===== src/rtl/k_current_calc_if.sv =====
// Operand/result handshake bundle for the potassium-current stage.
// The slave modport is the calculator's view; the master modport is the producer/consumer view.
interface k_current_calc_if;
    logic               in_valid;
    logic               in_ready;
    logic signed [15:0] n_in;
    logic signed [15:0] V_in;
    logic               out_valid;
    logic               out_ready;
    logic signed [15:0] i_k;
    logic               sat;

    modport slave (
        input  in_valid, n_in, V_in, out_ready,
        output in_ready, out_valid, i_k, sat
    );

    modport master (
        output in_valid, n_in, V_in, out_ready,
        input  in_ready, out_valid, i_k, sat
    );
endinterface


===== src/rtl/k_current_calc.sv =====
// Potassium current I_K = G_K * n^4 * (V - E_K), computed in four sequential steps
// that share one multiply/divide path, with a valid/ready handshake on each side.
module k_current_calc #(
    parameter logic signed [15:0] G_K   = 16'sd36,
    parameter logic signed [15:0] E_K   = -16'sd77,
    parameter int                 SCALE = 1000
) (
    input  logic             clk,
    input  logic             reset_n,
    k_current_calc_if.slave  bus
);
    typedef enum logic [2:0] {
        IDLE  = 3'd0,
        SQ1   = 3'd1,
        SQ2   = 3'd2,
        GAIN  = 3'd3,
        DRIVE = 3'd4,
        DONE  = 3'd5
    } state_t;

    localparam logic signed [15:0] SCALE_N = 16'(SCALE);
    localparam logic signed [31:0] SCALE_W = 32'(SCALE);
    localparam logic signed [31:0] G_K_W   = {{16{G_K[15]}}, G_K};

    state_t             state_q;
    logic        [15:0] n_c_q;
    logic signed [16:0] dv_q;
    logic signed [31:0] n2_q;
    logic signed [31:0] n4_q;
    logic signed [31:0] gn_q;
    logic signed [15:0] i_k_q;
    logic               sat_q;
    logic               out_valid_q;
    logic               in_ready_q;

    logic        [15:0] n_c_d;
    logic signed [16:0] dv_d;
    logic signed [31:0] n_c_w;
    logic signed [31:0] n2_d;
    logic signed [31:0] n4_d;
    logic signed [31:0] gn_d;
    logic signed [33:0] p_d;
    logic signed [15:0] i_k_d;
    logic               sat_d;

    // Shared datapath: clamp/offset of the operands and each step's product.
    always_comb begin
        n_c_d = 16'd0;
        if (bus.n_in < 16'sd0) begin
            n_c_d = 16'd0;
        end else if (bus.n_in > SCALE_N) begin
            n_c_d = SCALE_N;
        end else begin
            n_c_d = bus.n_in;
        end
        dv_d  = {bus.V_in[15], bus.V_in} - {E_K[15], E_K};
        n_c_w = {16'd0, n_c_q};
        n2_d  = (n_c_w * n_c_w) / SCALE_W;
        n4_d  = (n2_q * n2_q) / SCALE_W;
        gn_d  = (G_K_W * n4_q) / SCALE_W;
        p_d   = {{2{gn_q[31]}}, gn_q} * {{17{dv_q[16]}}, dv_q};
    end

    // Clip the 34-bit drive product into the 16-bit current range.
    always_comb begin
        i_k_d = 16'sd0;
        sat_d = 1'b0;
        if (p_d > 34'sd32767) begin
            i_k_d = 16'sh7FFF;
            sat_d = 1'b1;
        end else if (p_d < -34'sd32768) begin
            i_k_d = 16'sh8000;
            sat_d = 1'b1;
        end else begin
            i_k_d = p_d[15:0];
            sat_d = 1'b0;
        end
    end

    // Sequencer and all state/output registers; in_ready is registered to mirror IDLE.
    always_ff @(posedge clk or negedge reset_n) begin
        if (!reset_n) begin
            state_q     <= IDLE;
            n_c_q       <= 16'd0;
            dv_q        <= 17'sd0;
            n2_q        <= 32'sd0;
            n4_q        <= 32'sd0;
            gn_q        <= 32'sd0;
            i_k_q       <= 16'sd0;
            sat_q       <= 1'b0;
            out_valid_q <= 1'b0;
            in_ready_q  <= 1'b1;
        end else begin
            case (state_q)
                IDLE: begin
                    if (bus.in_valid) begin
                        n_c_q      <= n_c_d;
                        dv_q       <= dv_d;
                        in_ready_q <= 1'b0;
                        state_q    <= SQ1;
                    end
                end
                SQ1: begin
                    n2_q    <= n2_d;
                    state_q <= SQ2;
                end
                SQ2: begin
                    n4_q    <= n4_d;
                    state_q <= GAIN;
                end
                GAIN: begin
                    gn_q    <= gn_d;
                    state_q <= DRIVE;
                end
                DRIVE: begin
                    i_k_q       <= i_k_d;
                    sat_q       <= sat_d;
                    out_valid_q <= 1'b1;
                    state_q     <= DONE;
                end
                DONE: begin
                    if (out_valid_q && bus.out_ready) begin
                        out_valid_q <= 1'b0;
                        in_ready_q  <= 1'b1;
                        state_q     <= IDLE;
                    end
                end
                default: begin
                    out_valid_q <= 1'b0;
                    in_ready_q  <= 1'b1;
                    state_q     <= IDLE;
                end
            endcase
        end
    end

    assign bus.in_ready  = in_ready_q;
    assign bus.out_valid = out_valid_q;
    assign bus.i_k       = i_k_q;
    assign bus.sat       = sat_q;
endmodule


===== src/flat_wrapper.sv =====
// flat-port wrapper written by rule: the top's interface ports become plain ports
module k_current_calc_flat 
#(
    parameter logic signed [15:0] G_K   = 16'sd36,
    parameter logic signed [15:0] E_K   = -16'sd77,
    parameter int                 SCALE = 1000
)
  (clk, reset_n, bus_in_valid, bus_n_in, bus_V_in, bus_out_ready, bus_in_ready, bus_out_valid, bus_i_k, bus_sat);
  k_current_calc_if bus_i ();
  input  logic clk;
  input  logic reset_n;
  input wire logic [$bits(bus_i.in_valid)-1:0] bus_in_valid;
  input wire logic [$bits(bus_i.n_in)-1:0] bus_n_in;
  input wire logic [$bits(bus_i.V_in)-1:0] bus_V_in;
  input wire logic [$bits(bus_i.out_ready)-1:0] bus_out_ready;
  output wire logic [$bits(bus_i.in_ready)-1:0] bus_in_ready;
  output wire logic [$bits(bus_i.out_valid)-1:0] bus_out_valid;
  output wire logic [$bits(bus_i.i_k)-1:0] bus_i_k;
  output wire logic [$bits(bus_i.sat)-1:0] bus_sat;
  assign bus_i.in_valid = bus_in_valid;
  assign bus_i.n_in = bus_n_in;
  assign bus_i.V_in = bus_V_in;
  assign bus_i.out_ready = bus_out_ready;
  assign bus_in_ready = bus_i.in_ready;
  assign bus_out_valid = bus_i.out_valid;
  assign bus_i_k = bus_i.i_k;
  assign bus_sat = bus_i.sat;
  k_current_calc #(.G_K(G_K), .E_K(E_K), .SCALE(SCALE)) u_core (.clk(clk), .reset_n(reset_n), .bus(bus_i));
endmodule

===== config.mk =====
export PLATFORM = sky130hd
export DESIGN_NAME = k_current_calc_flat
export DESIGN_NICKNAME = d
export VERILOG_FILES = /design/src/rtl/k_current_calc_if.sv /design/src/rtl/k_current_calc.sv /design/src/flat_wrapper.sv
export SDC_FILE = /design/constraint.sdc
export NUM_CORES = 2
export LEC_CHECK = 0
export BUFFER_PORTS_ARGS = -buffer_cell sky130_fd_sc_hd__buf_4
export CAP_MARGIN = 20
export CORE_ASPECT_RATIO = 1.2
export CORE_UTILIZATION = 55
export DETAILED_ROUTE_END_ITERATION = 8
export GPL_TIMING_DRIVEN = 0
export PLACE_DENSITY = 0.82
export SLEW_MARGIN = 20
export SYNTH_ARGS = -nofsm -noshare
export SYNTH_HDL_FRONTEND = slang
export SYNTH_SLANG_ARGS = --single-unit

===== constraint.sdc =====
create_clock -name clk -period 36 [get_ports clk]
set_input_delay 10.8 -clock clk [delete_from_list [all_inputs] [get_ports clk]]
set_output_delay 10.8 -clock clk [all_outputs]
set_load 0.005 [all_outputs]

==> flow_summary_export.csv <==
group,metric,value,unit
clock_network,cts_hold_buf,0,
worst_setup_path,cp_slowest_cell,"a2111oi_0",
worst_setup_path,slowest_delay,0.75,ns
clock_network,htree_levels,4,
worst_setup_path,worstPathMaxFanout,10,
worst_setup_path,crit_type,"flip-flop to flip-flop",
clock_network,cts.clk_slew.worst_paths,0.08,ns
worst_setup_path,worstPathArrival,33.95,ns
yosys,ys_ff_latch,147,
cells_and_area,layout.nets,10510,
floorplan,dieWidth,332.2,µm
route,drc,2,
timing,tns,0,ns
placement,io_buffers,54,
route,viasPerCell,6.338,
timing,slew_headroom,20.73,%
floorplan,core,130100,µm²
timing,slew_violations,0,
worst_setup_path,critPathLaunchType,"flip-flop",
placement,finalWeightedCongestion,1.005,
route,drt-pass1-iter-count,9,
timing,tightestPinTransition,1.179,ns
placement,dpl_cell_area,74610,µm²
grt,grt_first_pass_wirelength,361.0,mm
yosys,syn-num-nets,10430,
clock_network,cts_root_buf,"clkbuf_16",
yosys,synth_edf_count,0,
timing,rsz0062_at_grt,"false",
worst_setup_path,crit_path_frequent_cell,"o21ai_1",
grt,grt_use_total,33.68,%
cells_and_area,fin_util,57.86,%
timing,fmax,29.79,MHz
grt,overflow,0,
yosys,ys_types,198,
timing,fin_skew,0.02346,ns
run_status,violations,"design-rule violations",
yosys,syn_avg_cell_area,7.888,µm²
yosys,synth_top_area_cell,"fa_1",
route,avgRoutedWirePerCell,20.70,µm
yosys,synth_flop_cell,"dfrtp_1",
timing,setup_viol,0,
yosys,ys_seq_area_share,5.113,%
worst_hold_path,hold_path.class,"flip-flop to flip-flop",
floorplan,fp.dieH,398.3,µm
worst_setup_path,cp-end-kind,"flip-flop",
clock_network,clk_latency,0.53,ns
run_status,status,"complete, but fails checks",
route,vias,69120,
yosys,synth_async_sr_flop_share,100.0,%
cells_and_area,drive_gt1_share,8.499,%
clock_network,cts.repair.resized,0,
timing,period_share,93.26,%
clock_network,cts_buffers,17,
yosys,synth_top_cell_area_share,23.95,%
yosys,ys_warn_count,0,
grt,grt_max_degree,87,
floorplan,ios,55,
yosys,syn_area,71970,µm²
clock_network,cts_tree,"built",
timing,finalHoldViolCount,0,
floorplan,rows,145,
floorplan,dieArea,132300,µm²
timing,fin_crit,33.57,ns
cells_and_area,final_area,75270,µm²
yosys,synth_area_leaders,"fa_1 (24%), ha_1 (7.1%), inv_1 (6.1%)",
run,max-cap-violations,0,
route,routed_wirelength,225.7,mm
worst_setup_path,critPathRequiredTime,36.38,ns
route,ant_nets,0,
yosys,synthCells,9124,
route,drtIter0Drc,6109,
floorplan,start_util,55.33,%
grt,grt_pass1_vias,68690,
grt,antenna_found_initial,5,
cells_and_area,syn_to_final_growth,4.579,%
clock_network,clockBufferDepth,2,
placement,place_hpwl,186.3,mm
clock_network,cts_setup_buffers,0,
clock_network,cts_sinks,147,
-- worst max-delay path: cells and delay by family (launching register included) --
kind | cells | cell delay (ns)
AOI/OAI and AO/OA | 50 | 16.30
xor gates and xnor gates | 4 | 0.98
adders and majority gates | 10 | 3.85
buffers and inverters | 13 | 3.07
DFF | 1 | 0.70
muxes | 5 | 1.69
and+or+nand+nor | 22 | 6.76
-- state kept, by name, summed over array words and instances, names as in the netlist --
name	cells
u_core.bus.i_k	16
u_core.n_c_q	15
u_core.gn_q	32
u_core.n2_q	31
u_core.bus.sat	1
u_core.dv_q	17
u_core.bus.in_ready	1
u_core.bus.out_valid	1
u_core.state_q	3
u_core.n4_q	30
-- cell usage after synthesis, drive strengths merged (167+ instances only) --
library cell and count:
a21oi 437, and2 460, clkbuf 246, fa 861, ha 411, inv 1167, nand2 1083, nand3 218
nor2 587, nor3 244, o21ai 483, xnor2 429, xor2 167
-- metrics by stage --
stage	setup slack [ns]	std cells	hold slack [ns]
after global routing	0.03982	10900	0.5164
after global placement	2.958	10870	0.4691
final	2.428	10910	0.4817
after CTS	2.297	10900	0.4902
after detailed placement	2.451	10870	0.4752
after floorplan	8.917	9124	0.4511
-- final timing paths --
| check | from | endpoint | slack, ns | depth (start not counted) |
|---|---|---|---|---|
| min reg2reg | u_core.bus.i_k[10] | u_core.bus.i_k[10] | 0.48 | 2 |
| min | u_core.bus.i_k[10] | u_core.bus.i_k[10] | 0.48 | 2 |
| max | u_core.n2_q[1] | u_core.n4_q[18] | 2.43 | 104 |
| max in group asynchronous | reset_n | u_core.dv_q[10] | 24.87 | 2 |
| min in group asynchronous | reset_n | u_core.n2_q[6] | 10.20 | 1 |
| max reg2reg | u_core.n2_q[1] | u_core.n4_q[18] | 2.43 | 104 |
-- cells in the final DEF, fill, tap and decap left out, types with 40 or more instances in the layout --
cell type / n
o21a_1: 79
a31oi_1: 91
buf_6: 46
inv_1: 1165
a21oi_1: 399
o21ai_1: 94
and2_1: 435
mux2_2: 44
xnor2_1: 421
o31ai_1: 63
and3_1: 63
a21o_1: 76
buf_4: 69
xor2_1: 162
o2111ai_1: 40
nand3_1: 208
a211oi_1: 82
o21ai_0: 362
nand2b_1: 60
o21bai_1: 42
nand4_1: 80
nor3_1: 235
ha_1: 411
clkbuf_1: 215
or3_1: 65
or2_2: 53
nor2_1: 565
fa_1: 861
nor4_1: 62
o211ai_1: 92
mux2i_1: 85
dfrtp_1: 146
nand2_1: 1064
-- area by class of cell --
class | count | area (µm²)
clock inverters | 12 | 143.9
repair buffers | 57 | 452.9
diodes | 2 | 5.005
inverters | 1168 | 4384
flip-flops and latches | 147 | 3680
clock buffers | 20 | 446.7
multi-input cells | 7461 | 61990
well taps | 1690 | 2115
fillers | 11680 | 54810
plain buffers | 348 | 2056
-- per-layer routing --
metal,part of all wire [%],global-route usage [%],up-vias
met1,38,39.42,33690
met5,0.012,0,-
met3,6.5,4.041,734
met4,6.6,19.73,4
met2,49,59.34,3025
li1,-,-,31660
-- cells by family after synthesis --
group	after synthesis	share of synthesized area, %
flops	147	5.113
simple gates	3258	23.02
xor+xnor	596	7.352
other cells	1	0.005210
buf+inv	1516	8.941
fa+ha+maj	1287	31.30
compound gates	2179	22.18
mux	140	2.084
Power is not shown: default switching activity piles up to over one toggle a cycle in this logic, so the estimate is an artifact.
